--- src/rtl/uc_fsm_pkg.sv ---
// Shared state encodings, opcode[5:2] constants and the decoded-control record
// used by the two-cycle sequential control unit.
package uc_fsm_pkg;

  typedef enum logic [1:0] {
    IDLE  = 2'd0,
    FETCH = 2'd1,
    EXEC  = 2'd2,
    HALT  = 2'd3
  } state_t;

  localparam logic [3:0] OP_LI   = 4'b0000;
  localparam logic [3:0] OP_NOP  = 4'b0001;
  localparam logic [3:0] OP_HALT = 4'b0011;
  localparam logic [3:0] OP_J    = 4'b0100;
  localparam logic [3:0] OP_JZ   = 4'b0101;
  localparam logic [3:0] OP_JNZ  = 4'b0110;

  // opcode[5] set selects the ALU class; opcode[4:2] is then the ALU operation
  localparam int ALU_BIT = 5;

  typedef struct packed {
    logic       s_inc;
    logic       s_inm;
    logic       we3;
    logic       wez;
    logic [2:0] op_alu;
    logic       halt;
    logic       undef;
  } ctrl_t;

  // Control values driven whenever the FSM is not executing
  localparam ctrl_t CTRL_IDLE = '{s_inc: 1'b1, s_inm: 1'b0, we3: 1'b0, wez: 1'b0,
                                  op_alu: 3'b000, halt: 1'b0, undef: 1'b0};

endpackage

--- src/rtl/uc_fsm_instr_counter.sv ---
// Saturating up-counter with enable and asynchronous active-low clear.
// Holds at all-ones once reached; never wraps.
module instr_counter #(
  parameter int WIDTH = 16
) (
  input  logic             clk,
  input  logic             clr_n,
  input  logic             en,
  output logic [WIDTH-1:0] count
);

  localparam logic [WIDTH-1:0] ONE = WIDTH'(1);

  always_ff @(posedge clk or negedge clr_n) begin
    if (!clr_n) begin
      count <= '0;
    end else if (en && (count != '1)) begin
      count <= count + ONE;
    end
  end

endmodule

--- src/rtl/uc_fsm.sv ---
// Two-cycle (FETCH, EXEC) control unit for the single-cycle datapath with
// run/halt/single-step control, a sticky illegal-opcode flag and a retired count.
module uc_fsm
  import uc_fsm_pkg::*;
#(
  parameter int CNT_W = 16
) (
  input  logic             clk,
  input  logic             reset,
  input  logic             start,
  input  logic             step,
  input  logic             z,
  input  logic [5:0]       opcode,
  output logic             s_inc,
  output logic             s_inm,
  output logic             we3,
  output logic             wez,
  output logic [2:0]       op_alu,
  output logic             pc_we,
  output logic             halted,
  output logic             illegal,
  output logic [CNT_W-1:0] instr_count
);

  state_t state;
  ctrl_t  dec;
  ctrl_t  ctrl;
  logic   exec;
  logic   unused_opnd;

  // opcode[1:0] belong to operand fields and never affect decode
  assign unused_opnd = &{1'b0, opcode[1:0]};

  always_comb begin
    dec = CTRL_IDLE;
    if (opcode[ALU_BIT]) begin
      dec.op_alu = opcode[4:2];
      dec.we3    = 1'b1;
      dec.wez    = 1'b1;
    end else begin
      case (opcode[5:2])
        OP_LI: begin
          dec.we3   = 1'b1;
          dec.s_inm = 1'b1;
        end
        OP_J:    dec.s_inc = 1'b0;
        OP_JZ:   dec.s_inc = ~z;
        OP_JNZ:  dec.s_inc = z;
        OP_NOP:  dec.s_inc = 1'b1;
        OP_HALT: dec.halt  = 1'b1;
        default: dec.undef = 1'b1;
      endcase
    end
  end

  // Gating on the async-reset state register drops the controls as soon as reset hits
  assign exec = (state == EXEC);
  assign ctrl = exec ? dec : CTRL_IDLE;

  assign s_inc  = ctrl.s_inc;
  assign s_inm  = ctrl.s_inm;
  assign we3    = ctrl.we3;
  assign wez    = ctrl.wez;
  assign op_alu = ctrl.op_alu;
  assign pc_we  = exec;

  always_ff @(posedge clk or negedge reset) begin
    if (!reset) begin
      state   <= IDLE;
      halted  <= 1'b0;
      illegal <= 1'b0;
    end else begin
      case (state)
        IDLE: begin
          if (start) state <= FETCH;
        end
        FETCH: begin
          state <= EXEC;
        end
        EXEC: begin
          if (dec.undef) illegal <= 1'b1;
          // HALT takes priority over single-step
          if (dec.halt) begin
            state  <= HALT;
            halted <= 1'b1;
          end else if (step) begin
            state <= IDLE;
          end else begin
            state <= FETCH;
          end
        end
        HALT: begin
          if (start) begin
            state  <= FETCH;
            halted <= 1'b0;
          end
        end
        default: state <= IDLE;
      endcase
    end
  end

  instr_counter #(
    .WIDTH(CNT_W)
  ) u_instr_counter (
    .clk  (clk),
    .clr_n(reset),
    .en   (exec),
    .count(instr_count)
  );

endmodule

--- config.mk ---
export PLATFORM = sky130hd
export DESIGN_NAME = uc_fsm
export DESIGN_NICKNAME = d
export VERILOG_FILES = /design/src/rtl/uc_fsm_pkg.sv /design/src/rtl/uc_fsm_instr_counter.sv /design/src/rtl/uc_fsm.sv
export SDC_FILE = /design/constraint.sdc
export NUM_CORES = 1
export LEC_CHECK = 0
export ABC_AREA = 1
export ABC_CLOCK_PERIOD_IN_PS = 2500
export CAP_MARGIN = 20
export CORE_MARGIN = 4
export CORE_UTILIZATION = 40
export CTS_BUF_LIST = sky130_fd_sc_hd__clkbuf_16
export CTS_CLUSTER_DIAMETER = 100
export DETAILED_ROUTE_END_ITERATION = 6
export PLACE_DENSITY = 0.67
export SLEW_MARGIN = 40
export SYNTH_ARGS = -nofsm -noshare
export SYNTH_HDL_FRONTEND = slang
export SYNTH_SLANG_ARGS = --single-unit
--- constraint.sdc ---
create_clock -name clk -period 2.5 [get_ports clk]
set_input_delay 0.375 -clock clk [delete_from_list [all_inputs] [get_ports clk]]
set_output_delay 0.375 -clock clk [all_outputs]
set_load 0.005 [all_outputs]
==> metrics.md, run 1 <==
| Metric | Value |
|---|---|
| # port buffers | `34` |
| Fin crit period | `2.254 ns` |
| First-pass GRT wire length | `5.347 mm` |
| Status | `completed` |
| Setup ws final | `0.2457 ns` |
| CP Launch Type | `flop` |
| Largest net degree at the start of global routing | `21` |
| Number of remaining DRC errors | `0` |
| Clock Skews | `0.002313 ns` |
| Placer Congestion | `0.8499` |
| Synth top cells by count | `nand2_1, nor2_1, dfrtp_1` |
| Placeable Area | `3128 um2` |
| Place WS | `0.2492 ns` |
| Placed Area | `1719 um2` |
| Power per cell area | `816.3 nW/um2` |
| CP Class | `reg -> out` |
| Die X | `65.69 um` |
| Worst setup path startpoint | `state[0]` |
| Critical Path AT | `1.88 ns` |
| Area contributors post-synth | `dfrtp_1, nand2_1, nor2_1` |
| EDFF count, synth | `0` |
| Asr flop ratio synth | `1.000` |
| Via density | `4.843` |
| Worst vdd ir | `0.4161 mV` |
| Number of DRC markers in iteration 0 | `34` |
| Worst Path Max Fanout | `7` |
| Setup TNS | `0 ns` |
| Deepest clock path buffer count | `2` |
| Ant. Diodes | `0` |
| Gr usage total | `0.1566` |
| Congestion Overflow GR | `0` |
| Die height | `65.69 um` |
| Hold Crit Class | `in -> async` |
| Fill count | `302` |
| Post-CTS setup buffer count | `0` |
| Vias after detailed routing | `1298` |
| Worst R2R Start | `u_instr_counter.count[0]` |
| Top cell type's share of synthesized area | `0.3759` |
| Reg-to-reg slack, setup | `0.90 ns` |
| Initial antenna violation count | `0` |
| Clock latency on the worst-skew pair | `0.25 ns` |
| Synth area leader | `dfrtp_1` |
| Max Fclk | `443.6 MHz` |
| Max-Cap Viols | `0` |
| Slew @ Worst Pin | `0.4140 ns` |
| Final net count | `240` |
| Most frequent cell after synthesis | `nand2_1` |
| Clk root buf | `clkbuf_16` |
| Clock Pin Slew Worst Setup and Hold Paths | `0.06 ns` |
| Seq/Total Area, Yosys | `0.3759` |
| Post-Synthesis Cells | `186` |
| Layout cells sized above 1 | `0.1027` |
| Hpwl dp | `2.357 mm` |
| Pleak | `0.8014 nW` |
| Total power | `0.001491 W` |
| Setup crit end kind | `primary output` |
| Final hold violations | `0` |
| Tcrit/Tclk final | `0.9017` |
| Wirelength per Cell | `11.69 um` |
| Row count | `20` |
| Antenna viol nets, final | `0` |
| Final WL | `3.133 mm` |
| Final setup vio count | `0` |
| Dominant synthesized flop cell | `dfrtp_1` |
| TritonCTS clock tree | `yes` |
| R2r endpoint | `u_instr_counter.count[11]` |
| Synthesized area per cell | `7.157 um2` |
| Yosys cell types | `24` |
| Sink Count | `20` |
| Drt first pass iters | `4` |
| Critical path required time | `2.12 ns` |
| Post-route cell area | `1827 um2` |
| Mapped Area | `1331 um2` |
| Ys Warns | `0` |
| Syn Nets | `201` |
| Final Util | `0.5840` |
| Max Slew Vio Count | `0` |
| Io pins | `37` |
| Unrepaired setup endpoints after global routing | `false` |
| TritonCTS Buffers | `3` |
| Die footprint | `4315 um2` |
| Max_slew headroom | `0.7234` |
| H-tree depth | `1` |
| Seq cells post-synth | `20` |
| Initial core utilization | `0.4256` |
| Worst Reg-to-Reg Cells | `7` |
| Area grow syn2layout | `37.22%` |
| Vias in the first global route | `1277` |
-- repair_timing --
item                                   in CTS  in global routing
setup endpoints to repair                   0                  1
hold buffers                                0                  0
endpoints found under the hold margin       0                  0
gates resized for setup                     0                  1
-- metal layers --
metal,up-vias,global-route usage,wire [um]
met5,-,0,0
met4,0,0.04663,34
met3,5,0.03419,204
met2,33,0.2854,1526
met1,596,0.1806,1368
li1,664,-,-
-- per-stage QoR --
stage          hold WS (ns)  instances
2_1_floorplan       0.07941        186
4_1_cts              0.4743        268
3_3_place_gp         0.4690        264
6_report             0.4676        268
5_1_grt              0.4851        268
3_5_place_dp         0.4654        264
-- power breakdown --
group | internal (W) | total [W] | leakage [nW] | switching [W]
Sequential | 0.000391 | 0.000458 | 0.266 | 0.0000664
Combinational | 0.000282 | 0.000593 | 0.485 | 0.000312
Clock | 0.000318 | 0.000440 | 0.0511 | 0.000122
Total | 0.000991 | 0.00149 | 0.801 | 0.000500
-- cells by family (layout without fill, tap and decap cells) --
logic type | after synthesis | in the layout | synth area share
AO/OA/AOI/OAI | 23 | 23 | 0.1090
XOR/XNOR | 6 | 6 | 0.03947
adder cells (fa/ha/maj) | 4 | 4 | 0.03760
buffers and inverters | 22 | 60 | 0.07331
flip-flops | 20 | 20 | 0.3759
AND/OR/NAND/NOR | 111 | 111 | 0.3647
-- worst max-delay path by stage --
stage,to,slack [ns],cells past startpoint
2_1_floorplan,we3,0.99,4
3_3_place_gp,we3,0.32,5
3_5_place_dp,we3,0.25,5
4_1_cts,we3,0.13,5
5_1_grt,we3,0.08,5
6_report,we3,0.25,5
-- cell type report --
| type | instances | area (um2) | share of cell area |
|---|---|---|---|
| multi-input combinational | 144 | 735.7 | 0.4027 |
| sequential | 20 | 500.5 | 0.2740 |
| timing repair buffer | 36 | 355.3 | 0.1945 |
| clock buffer | 3 | 75.07 | 0.04110 |
| inverter | 20 | 75.07 | 0.04110 |
| tap | 44 | 55.05 | 0.03014 |
| clock inverter | 1 | 30.03 | 0.01644 |
-- sequential cells by signal, indices dropped and copies added, names as in the netlist --
name and flops:
u_instr_counter.count 16, illegal 1, halted 1, state 2
-- critical path: stages, from the launching register on --
cell and delay (ns):
dfrtp_1 0.40, inv_1 0.09, ha_2 0.24, inv_1 0.16, o21ai_0 0.21, clkdlybuf4s50_1 0.52
-- cell usage in the layout (no fill, tap or decap) --
cell type / synthesis / routed
nor2_4: 2 / 2
buf_4: 0 / 2
o21ai_2: 3 / 3
or2_2: 1 / 1
nand2_2: 3 / 3
nor2_1: 22 / 22
clkdlybuf4s50_1: 0 / 34
o21bai_1: 1 / 1
ha_2: 0 / 1
bufinv_16: 0 / 1
a21boi_0: 1 / 1
ha_1: 4 / 3
o211ai_1: 1 / 1
a21oi_1: 1 / 1
inv_1: 19 / 19
nand2_4: 1 / 1
xnor2_1: 4 / 4
clkbuf_16: 0 / 3
nand3_1: 8 / 8
nand4_1: 5 / 5
o21ai_4: 1 / 1
o21ai_0: 15 / 15
nand2_1: 65 / 65
xor2_1: 2 / 2
nor2_2: 3 / 3
nand3_2: 1 / 1
inv_2: 1 / 1
dfrtp_1: 20 / 20
(Power assumes the default switching activity.)
==> run 2: changes to the inputs <==
--- a/config.mk
+++ b/config.mk
@@ -6,14 +6,16 @@
 export NUM_CORES = 1
 export LEC_CHECK = 0
 export ABC_AREA = 1
-export ABC_CLOCK_PERIOD_IN_PS = 2500
+export ABC_CLOCK_PERIOD_IN_PS = 2700
 export CAP_MARGIN = 20
 export CORE_MARGIN = 4
 export CORE_UTILIZATION = 40
 export CTS_BUF_LIST = sky130_fd_sc_hd__clkbuf_16
 export CTS_CLUSTER_DIAMETER = 100
+export CTS_CLUSTER_SIZE = 14
 export DETAILED_ROUTE_END_ITERATION = 6
 export PLACE_DENSITY = 0.67
+export SKIP_CTS_REPAIR_TIMING = 1
 export SLEW_MARGIN = 40
 export SYNTH_ARGS = -nofsm -noshare
 export SYNTH_HDL_FRONTEND = slang
==> constraint.sdc (replaced) <==
create_clock -name clk -period 2.7 [get_ports clk]
set_input_delay 0.405 -clock clk [delete_from_list [all_inputs] [get_ports clk]]
set_output_delay 0.405 -clock clk [all_outputs]
set_load 0.005 [all_outputs]
==> metrics.md, run 2 (same netlist as run 1, synthesis figures left out) <==
| Metric | Value |
|---|---|
| TritonCTS Buffers | `3` |
| Placeable Area | `3128 um2` |
| Reg-to-reg slack, setup | `0.98 ns` |
| CP Class | `reg -> out` |
| CP Launch Type | `flop` |
| Placer Congestion | `0.8471` |
| Drt first pass iters | `4` |
| Vias after detailed routing | `1313` |
| H-tree depth | `1` |
| Biggest register | `u_instr_counter.count` |
| Final net count | `239` |
| Critical path required time | `2.30 ns` |
| Max-Cap Viols | `0` |
| Deepest clock path buffer count | `2` |
| Clock latency on the worst-skew pair | `0.25 ns` |
| Unrepaired setup endpoints after global routing | `false` |
| Most frequent cells in the layout | `nand2_1, clkdlybuf4s50_1, nor2_1` |
| Tcrit/Tclk final | `0.8952` |
| Initial antenna violation count | `0` |
| Worst vdd ir | `0.5837 mV` |
| Final WL | `3.224 mm` |
| Hold path start | `illegal` |
| Number of DRC markers in iteration 0 | `40` |
| Gr usage total | `0.1570` |
| Max Fclk | `413.7 MHz` |
| Most common cell after layout, fill and taps aside | `nand2_1` |
| Area grow syn2layout | `36.47%` |
| Vias in the first global route | `1218` |
| Ant. Diodes | `0` |
| Clock Pin Slew Worst Setup and Hold Paths | `0.06 ns` |
| Slowest stage cell, crit path | `clkdlybuf4s50_1` |
| Sink Count | `20` |
| Buf/Inv on CP | `3` |
| Row count | `20` |
| R2r endpoint | `u_instr_counter.count[3]` |
| Io pins | `37` |
| Max_slew headroom | `0.7282` |
| Die X | `65.69 um` |
| Fin crit period | `2.417 ns` |
| # port buffers | `34` |
| Delay-heaviest family, CP | `buffers and inverters` |
| Number of remaining DRC errors | `0` |
| Setup TNS | `0 ns` |
| Clk root buf | `clkbuf_16` |
| Pleak | `0.7979 nW` |
| Largest net degree at the start of global routing | `21` |
| Wirelength per Cell | `12.07 um` |
| Slew @ Worst Pin | `0.4062 ns` |
| Power per cell area | `756.4 nW/um2` |
| Worst R2R Start | `state[0]` |
| Via density | `4.918` |
| Slowest stage delay, CP | `0.52 ns` |
| Max Slew Vio Count | `0` |
| Critical Path AT | `2.01 ns` |
| WHS | `0.4776 ns` |
| Clock Skews | `0.002186 ns` |
| WHS Endpoint | `illegal` |
| Die footprint | `4315 um2` |
| Worst Reg-to-Reg Cells | `5` |
| CP cell instances | `inv_1, ha_1, inv_1, o21ai_0, clkdlybuf4s50_1` |
| Setup crit end kind | `primary output` |
| Layout cells sized above 1 | `0.09417` |
| Hold Crit Depth | `1` |
| TritonCTS clock tree | `yes` |
| Antenna viol nets, final | `0` |
| Congestion Overflow GR | `0` |
| Final hold violations | `0` |
| Max reg flops | `16` |
| Status | `completed` |
| Final setup vio count | `0` |
| First-pass GRT wire length | `5.299 mm` |
| Hold Crit Class | `reg -> reg` |
| Die height | `65.69 um` |
| Initial core utilization | `0.4256` |
| Worst Path Max Fanout | `7` |
| Most common cell on crit path | `inv_1` |
| Largest registers | `u_instr_counter.count x16, state x2` |
| Hpwl dp | `2.385 mm` |
-- run 2: worst max-delay path by stage --
stage          slack, ns  startpoint  end  cells after the start
2_1_floorplan       1.16    state[0]  we3                      4
3_3_place_gp        0.45   opcode[5]  we3                      5
3_5_place_dp        0.41   opcode[5]  we3                      5
4_1_cts             0.25    state[0]  we3                      5
5_1_grt             0.15    state[0]  we3                      5
6_report            0.28    state[0]  we3                      5
-- run 2: cell type report --
class / count / area (um2)
clock buffer: 3 / 75.07
clock inverter: 1 / 30.03
fill: 306 / 1311
inverter: 20 / 75.07
multi-input combinational: 144 / 733.2
sequential: 20 / 500.5
tap: 44 / 55.05
timing repair buffer: 35 / 347.8
-- run 2: where the power goes --
| part | switching (W) | leakage (nW) | internal, W |
|---|---|---|---|
| combinational | 0.000296 | 0.481 | 0.000248 |
| clock | 0.000113 | 0.0511 | 0.000294 |
| sequential | 0.0000606 | 0.266 | 0.000363 |
-- run 2: per-stage QoR --
| step | worst slack (ns) | utilization | cells | area, um2 | total power (W) |
|---|---|---|---|---|---|
| 6_report | 0.2829 | 0.5808 | 267 | 1817 | 0.001374 |
| 5_1_grt | 0.1478 | 0.5808 | 267 | 1817 | 0.001468 |
| 4_1_cts | 0.2522 | 0.5808 | 267 | 1817 | 0.001391 |
| 3_5_place_dp | 0.4109 | 0.5472 | 263 | 1712 | 0.0009780 |
| 3_3_place_gp | 0.4532 | 0.5472 | 263 | 1712 | 0.0009514 |
| 2_1_floorplan | 1.162 | - | 186 | 1331 | 0.0007605 |
-- run 2: routing by layer --
metal / track usage / routed length [um] / up-vias
met4: 0.06995 / 65 / 0
met1: 0.1860 / 1471 / 603
met2: 0.2778 / 1559 / 44
met3: 0.02222 / 127 / 7
met5: 0 / 0 / -
li1: - / - / 659
